[src/rtl/icache_set_assoc.sv]
// Set-associative instruction cache with multi-beat line refill and round-robin replacement.
// Latency: hit responds 1 cycle after accept; miss responds 1 cycle after the last refill beat.
// Backpressure: req_ready is high only in IDLE; refill beats are accepted without stalling.
module icache_set_assoc #(
  parameter int ADDR_WIDTH = 32,
  parameter int NUM_SETS   = 16,
  parameter int NUM_WAYS   = 2,
  parameter int LINE_WORDS = 4
) (
  input  logic                  clk,
  input  logic                  rst,
  input  logic                  kill,
  input  logic                  flush,
  input  logic                  req_valid,
  input  logic [ADDR_WIDTH-1:0] req_addr,
  output logic                  req_ready,
  output logic                  resp_valid,
  output logic [31:0]           resp_data,
  output logic                  mem_req,
  output logic [ADDR_WIDTH-1:0] mem_addr,
  input  logic                  mem_valid,
  input  logic [31:0]           mem_data,
  output logic [31:0]           hit_count,
  output logic [31:0]           miss_count
);

  localparam int WW   = $clog2(LINE_WORDS);
  localparam int OFF  = WW + 2;
  localparam int IDX  = $clog2(NUM_SETS);
  localparam int TAGW = ADDR_WIDTH - OFF - IDX;
  localparam int WAYW = (NUM_WAYS > 1) ? $clog2(NUM_WAYS) : 1;

  typedef enum logic [1:0] {S_IDLE, S_MISS_REQ, S_REFILL, S_RESPOND} state_t;

  state_t r_state, w_state_nxt;

  logic [NUM_WAYS-1:0] r_valid [NUM_SETS];
  logic [WAYW-1:0]     r_rr    [NUM_SETS];
  logic [TAGW-1:0]     r_tag   [NUM_SETS][NUM_WAYS];
  logic [31:0]         r_data  [NUM_SETS][NUM_WAYS][LINE_WORDS];

  logic [ADDR_WIDTH-1:2] r_addr;
  logic [ADDR_WIDTH-1:0] r_mem_addr;
  logic [WW-1:0]         r_beat;
  logic [WAYW-1:0]       r_victim;
  logic                  r_victim_rr;
  logic                  r_killed;
  logic                  r_flushed;
  logic [31:0]           r_fill_word;
  logic                  r_resp_valid;
  logic [31:0]           r_resp_data;
  logic [31:0]           r_hit_count;
  logic [31:0]           r_miss_count;

  // Byte-within-word bits are not needed: the response is always the aligned word.
  logic w_unused;
  assign w_unused = ^req_addr[1:0];

  logic [IDX-1:0]  w_req_idx, w_idx;
  logic [TAGW-1:0] w_req_tag, w_tag;
  logic [WW-1:0]   w_req_word, w_word;
  assign w_req_idx  = req_addr[OFF+IDX-1:OFF];
  assign w_req_tag  = req_addr[ADDR_WIDTH-1:OFF+IDX];
  assign w_req_word = req_addr[OFF-1:2];
  assign w_idx      = r_addr[OFF+IDX-1:OFF];
  assign w_tag      = r_addr[ADDR_WIDTH-1:OFF+IDX];
  assign w_word     = r_addr[OFF-1:2];

  logic            w_hit;
  logic [WAYW-1:0] w_hit_way;
  logic [31:0]     w_hit_data;
  logic [WAYW-1:0] w_vic_way;
  logic            w_vic_rr;

  // Tag compare of the incoming request against every way of its set
  always_comb begin
    w_hit     = 1'b0;
    w_hit_way = '0;
    for (int w = 0; w < NUM_WAYS; w++) begin
      if (r_valid[w_req_idx][w] && (r_tag[w_req_idx][w] == w_req_tag)) begin
        w_hit     = 1'b1;
        w_hit_way = WAYW'(w);
      end
    end
  end
  assign w_hit_data = r_data[w_req_idx][w_hit_way][w_req_word];

  // Victim choice: lowest invalid way, otherwise the set's round-robin pointer
  always_comb begin
    w_vic_way = r_rr[w_idx];
    w_vic_rr  = 1'b1;
    for (int w = NUM_WAYS - 1; w >= 0; w--) begin
      if (!r_valid[w_idx][w]) begin
        w_vic_way = WAYW'(w);
        w_vic_rr  = 1'b0;
      end
    end
  end

  logic w_accept, w_last_beat, w_respond, w_install;
  assign w_accept    = (r_state == S_IDLE) && req_valid && !kill && !flush;
  assign w_last_beat = (r_state == S_REFILL) && mem_valid && (r_beat == WW'(LINE_WORDS - 1));
  assign w_respond   = !(kill || flush || r_killed);
  // A flush anywhere in the miss window means the line may be stale: never install it.
  assign w_install   = w_last_beat && !flush && !r_flushed;

  // State register
  always_ff @(posedge clk or posedge rst) begin
    if (rst) r_state <= S_IDLE;
    else     r_state <= w_state_nxt;
  end

  // Next-state and state-decoded outputs
  always_comb begin
    w_state_nxt = r_state;
    req_ready   = 1'b0;
    mem_req     = 1'b0;
    case (r_state)
      S_IDLE: begin
        req_ready = 1'b1;
        if (w_accept && !w_hit) w_state_nxt = S_MISS_REQ;
      end
      S_MISS_REQ: begin
        mem_req     = 1'b1;
        w_state_nxt = S_REFILL;
      end
      S_REFILL: begin
        if (w_last_beat) w_state_nxt = w_respond ? S_RESPOND : S_IDLE;
      end
      S_RESPOND: w_state_nxt = S_IDLE;
      default:   w_state_nxt = S_IDLE;
    endcase
  end

  // Request latch, refill bookkeeping, response register and counters
  always_ff @(posedge clk or posedge rst) begin
    if (rst) begin
      r_addr       <= '0;
      r_mem_addr   <= '0;
      r_beat       <= '0;
      r_victim     <= '0;
      r_victim_rr  <= 1'b0;
      r_killed     <= 1'b0;
      r_flushed    <= 1'b0;
      r_fill_word  <= '0;
      r_resp_valid <= 1'b0;
      r_resp_data  <= '0;
      r_hit_count  <= '0;
      r_miss_count <= '0;
    end else begin
      r_resp_valid <= 1'b0;
      if (w_accept) begin
        r_addr <= req_addr[ADDR_WIDTH-1:2];
        if (w_hit) begin
          r_resp_valid <= 1'b1;
          r_resp_data  <= w_hit_data;
          if (r_hit_count != 32'hffff_ffff) r_hit_count <= r_hit_count + 32'd1;
        end else begin
          r_mem_addr <= {req_addr[ADDR_WIDTH-1:OFF], {OFF{1'b0}}};
          r_killed   <= 1'b0;
          r_flushed  <= 1'b0;
          if (r_miss_count != 32'hffff_ffff) r_miss_count <= r_miss_count + 32'd1;
        end
      end
      if (r_state == S_MISS_REQ) begin
        r_beat      <= '0;
        r_victim    <= w_vic_way;
        r_victim_rr <= w_vic_rr;
      end
      if ((r_state == S_MISS_REQ) || (r_state == S_REFILL)) begin
        if (kill || flush) r_killed  <= 1'b1;
        if (flush)         r_flushed <= 1'b1;
      end
      if ((r_state == S_REFILL) && mem_valid) begin
        r_beat <= r_beat + 1'b1;
        if (r_beat == w_word) r_fill_word <= mem_data;
      end
      // The requested word may be the final beat, which is not yet in r_fill_word
      if (w_last_beat && w_respond) begin
        r_resp_valid <= 1'b1;
        r_resp_data  <= (w_word == WW'(LINE_WORDS - 1)) ? mem_data : r_fill_word;
      end
    end
  end

  // Valid bits and round-robin pointers
  always_ff @(posedge clk or posedge rst) begin
    if (rst) begin
      for (int s = 0; s < NUM_SETS; s++) begin
        r_valid[s] <= '0;
        r_rr[s]    <= '0;
      end
    end else if (flush) begin
      for (int s = 0; s < NUM_SETS; s++) r_valid[s] <= '0;
    end else if (w_install) begin
      r_valid[w_idx][r_victim] <= 1'b1;
      if (r_victim_rr && (NUM_WAYS > 1)) r_rr[w_idx] <= r_rr[w_idx] + 1'b1;
    end
  end

  // Line data and tags; contents are qualified by the valid bits so need no reset
  always_ff @(posedge clk) begin
    if ((r_state == S_REFILL) && mem_valid) r_data[w_idx][r_victim][r_beat] <= mem_data;
    if (w_install) r_tag[w_idx][r_victim] <= w_tag;
  end

  assign resp_valid = r_resp_valid && !kill && !flush;
  assign resp_data  = r_resp_data;
  assign mem_addr   = r_mem_addr;
  assign hit_count  = r_hit_count;
  assign miss_count = r_miss_count;

endmodule

[config.mk]
export PLATFORM = sky130hd
export DESIGN_NAME = icache_set_assoc
export DESIGN_NICKNAME = d
export VERILOG_FILES = /design/src/rtl/icache_set_assoc.sv
export SDC_FILE = /design/constraint.sdc
export NUM_CORES = 2
export LEC_CHECK = 0
export ABC_AREA = 0
export CAP_MARGIN = 5
export CORE_ASPECT_RATIO = 1.4
export CORE_MARGIN = 5
export CORE_UTILIZATION = 23
export DETAILED_ROUTE_END_ITERATION = 8
export PLACE_DENSITY = 0.42
export SETUP_SLACK_MARGIN = 0.5
export SKIP_CTS_REPAIR_TIMING = 1
export SYNTH_ARGS = -nofsm -noshare
export SYNTH_HDL_FRONTEND = slang
export SYNTH_MEMORY_MAX_BITS = 65536
export SYNTH_SLANG_ARGS = --single-unit
[constraint.sdc]
create_clock -name clk -period 10.1 [get_ports clk]
set_input_delay 2.02 -clock clk [delete_from_list [all_inputs] [get_ports clk]]
set_output_delay 2.02 -clock clk [all_outputs]
set_load 0.03 [all_outputs]
==> run_results.csv <==
group,metric,value,unit
timing,fmax,0.140,GHz
setup_path,critPathLaunchType,"input port",
die,fp.dieArea,0.877,mm2
setup_path,cp.arrival,7.96,ns
die,die_y,1110,um
power,power.switching,11.0,mW
detailed_routing,detail_route.wl_per_cell,28.4,um
power,p_int,36.6,mW
die,io_pins,201,
cts,cts_tree,"yes",
timing,rsz0062_at_grt,"false",
worst_hold_path,min_path_type,"reg -> reg",
cts,cts_buffer_depth,5,
placement,hpwl,324000,um
die,die-width,793,um
power,p_sw_share,23.1,%
synthesis,synth_area_per_cell,23.1,um2
layout,final_cells,20900,
run,maxCapViolCount,0,
setup_path,critPathKind,"in -> reg",
synthesis,ys_ff_latch,5107,
placement,io_buffers,194,
die,coreArea,0.856,mm2
grt,grt_pass1_wl,815000,um
grt,antenna_found_initial,42,
timing,hold_viol,0,
cts,cts_sinks,5107,
cts,clock_tree.root_cell,"clkbuf_16",
placement,gp_congestion,0.752,
die,rows,402,
timing,slew_viol_final,0,
layout,seq_area,0.152,mm2
synthesis,synth_edf_count,4864,
setup_path,path_max_fanout,86,
detailed_routing,drc_errors,0,
timing,layout_worst_path_cycle_share,70.5,%
layout,final_net_count,9229,
power,power.total,47.5,mW
timing,fin_setup_tns,0,ns
placement,post-place-cells,19900,
layout,syn_to_final_growth,17.9,%
power,p_seq_share,51.7,%
power,combPwrFrac,6.6,%
power,clockPowerShare,41.7,%
layout,final_area,0.233,mm2
die,start_util,23.1,%
timing,setup_viol_count_final,0,
layout,multi_input_comb_area,0.0441,mm2
detailed_routing,viasPerCell,4.41,
grt,grt_max_degree,136,
detailed_routing,drt-total-wl,594000,um
timing,tightest_slew,1.28,ns
cts,cts_buffers,556,
synthesis,mappedNetlistArea,0.197,mm2
outcome,status,"finished clean",
synthesis,ys_seq_area_share,77.1,%
detailed_routing,via_count,92200,
power,p_leak,71.4,nW
synthesis,yosys_warnings,0,
power,p_per_area,204,mW/mm2
power,ir_drop,0.167,mV
synthesis,async_reset_ff_share,4.76,%
setup_path,crit_path_end_kind,"register",
cts,clkLatencyLatePin,1.03,ns
placement,post_dp_cell_area,0.215,mm2
setup_path,worstPathRequired,10.94,ns
timing,fin_worst_skew,0.123,ns
layout,fill_cells,84600,
synthesis,synth_ff_type,"edfxtp_1",
timing,whs,0.481,ns
grt,first_global_vias,99600,
detailed_routing,postRouteAntennaNets,0,
detailed_routing,dr.pass1.iters,5,
grt,gr-usage-all-layers,13.2,%
timing,slew_headroom,14.5,%
layout,drive_above_1_share,30.5,%
cts,cts.clk_slew.worst_paths,0.06,ns
grt,grt_remaining_overflow,0,
cts,h-tree-depth,6,
synthesis,syn_inst,8551,
detailed_routing,dr.first_iter.drc_count,8318,
timing,final.min_clock_period,7.12,ns
synthesis,synth.distinct_cells,67,
placed cells by master (no fill, tap or decap), types with 36 or more instances in the layout:
master	netlist	final
nor2_1	209	49
xnor2_1	90	90
o21ai_0	43	43
inv_1	52	51
mux2_2	122	122
dfrtp_1	243	243
a211o_1	60	60
bufinv_16	0	36
clkdlybuf4s50_1	0	157
nor3_1	45	44
clkinv_1	0	99
buf_4	35	341
clkbuf_1	214	125
a21oi_1	68	68
mux4_2	1472	1472
clkbuf_16	0	572
clkinv_2	0	76
nor2b_1	77	77
o22ai_1	40	40
nand2_1	203	193
xor2_1	46	46
edfxtp_1	4864	4864
nor2_4	0	160
nand3_1	78	68
mux2i_1	167	165
power by group through the flow:
stage / Combinational [mW] / Clock, mW / Sequential [mW]
after floorplan: 1.60 / 0 / 24.8
after global placement: 3.17 / 0 / 24.9
after detailed placement: 3.22 / 0 / 25.0
after CTS: 3.23 / 20.4 / 24.6
after global routing: 3.35 / 21.2 / 24.6
final: 3.15 / 19.8 / 24.6
flip-flops by register name, summed over array words and instances (netlist names), 2 cells and up:
signal and cells:
hit_count 32, mem_addr 28, miss_count 32, r_addr 30, r_beat 2, r_data 4096
r_fill_word 32, r_rr 16, r_state 2, r_tag 768, r_valid 32, resp_data 32
kinds of logic after synthesis:
kind of cell	after synthesis	share of synthesized area (%)
AO/OA/AOI/OAI	276	0.944
XOR/XNOR	136	0.603
adder cells (fa/ha/maj)	9	0.0570
buffers and inverters	539	1.26
flip-flops	5107	77.1
multiplexers	1761	18.3
other	1	0.00190
AND/OR/NAND/NOR	722	1.72
synth_stat cells (all sizes together), types with 5 or more instances:
| cell type | count | area share (%) |
|---|---|---|
| edfxtp | 4864 | 74 |
| mux4 | 1472 | 17 |
| buf | 272 | 0.76 |
| dfrtp | 243 | 3.1 |
| clkbuf | 214 | 0.41 |
| nor2 | 209 | 0.40 |
| nand2 | 203 | 0.39 |
| mux2i | 167 | 0.85 |
| mux2 | 122 | 0.70 |
| xnor2 | 90 | 0.40 |
| nand3 | 78 | 0.20 |
| nor2b | 78 | 0.25 |
| a21oi | 77 | 0.21 |
| a211o | 60 | 0.27 |
| inv | 53 | 0.10 |
| nor3 | 48 | 0.13 |
| xor2 | 46 | 0.20 |
| o21ai | 44 | 0.11 |
| o22ai | 40 | 0.13 |
| nand4 | 25 | 0.079 |
| and3 | 21 | 0.067 |
| nand2b | 12 | 0.038 |
| a211oi | 11 | 0.042 |
| a31oi | 10 | 0.032 |
| and2 | 10 | 0.032 |
| nor4 | 10 | 0.035 |
| ha | 9 | 0.057 |
| a221oi | 6 | 0.027 |
| a22o | 6 | 0.027 |
| and4 | 6 | 0.027 |
| nand3b | 6 | 0.023 |
| a22oi | 5 | 0.019 |
| and3b | 5 | 0.022 |
worst max-delay path, stage by stage:
cell and delay [ns]:
buf_8 0.61, buf_4 0.46, mux4_2 0.35, mux2_2 0.29
a21oi_1 0.22, xnor2_1 0.17, nor4_1 0.08, buf_4 0.16
and4b_1 0.20, nand4_1 0.28, buf_4 0.45, buf_4 0.76
mux2i_1 0.95, nand2_1 0.19, a21oi_1 0.19, buf_4 0.21
nor3_1 0.07
layer usage:
layer / global-route usage, % / share of wire [%] / vias up
li1: - / - / 37300
met1: 16.3 / 40 / 51500
met2: 23.8 / 52 / 2505
met3: 1.94 / 4.5 / 803
met4: 4.11 / 3.2 / 10
met5: 0 / 0.0094 / -
final cells by class:
type / instances / area share (%)
clock buffer: 712 / 6.44
multi-input combinational: 2908 / 18.9
sequential: 5107 / 65.4
clock inverter: 258 / 1.02
timing repair buffer: 524 / 2.00
antenna: 27 / 0.0290
inverter: 53 / 0.0920
tap: 11300 / 6.08
path summary, 6_finish.rpt:
check	startpoint	end	slack [ns]	depth (start not counted)
hold reg to reg	r_killed	r_killed	0.48	2
min in group asynchronous	rst	miss_count[19]	1.62	2
hold / removal	r_killed	r_killed	0.48	2
setup reg to reg	r_tag[3][16]	resp_data[25]	4.69	14
max in group asynchronous	rst	r_addr[12]	7.21	3
setup / recovery	req_addr[6]	resp_data[25]	2.98	17
per-stage QoR:
stage / worst slack (ns) / utilization, %
final: 2.98 / 27.2
after global routing: 2.90 / 27.2
after CTS: 2.98 / 27.2
after detailed placement: 1.92 / 25.1
after global placement: 1.80 / 25.1
after floorplan: 1.41 / -
Note: power is estimated with default switching activity, not from simulation.
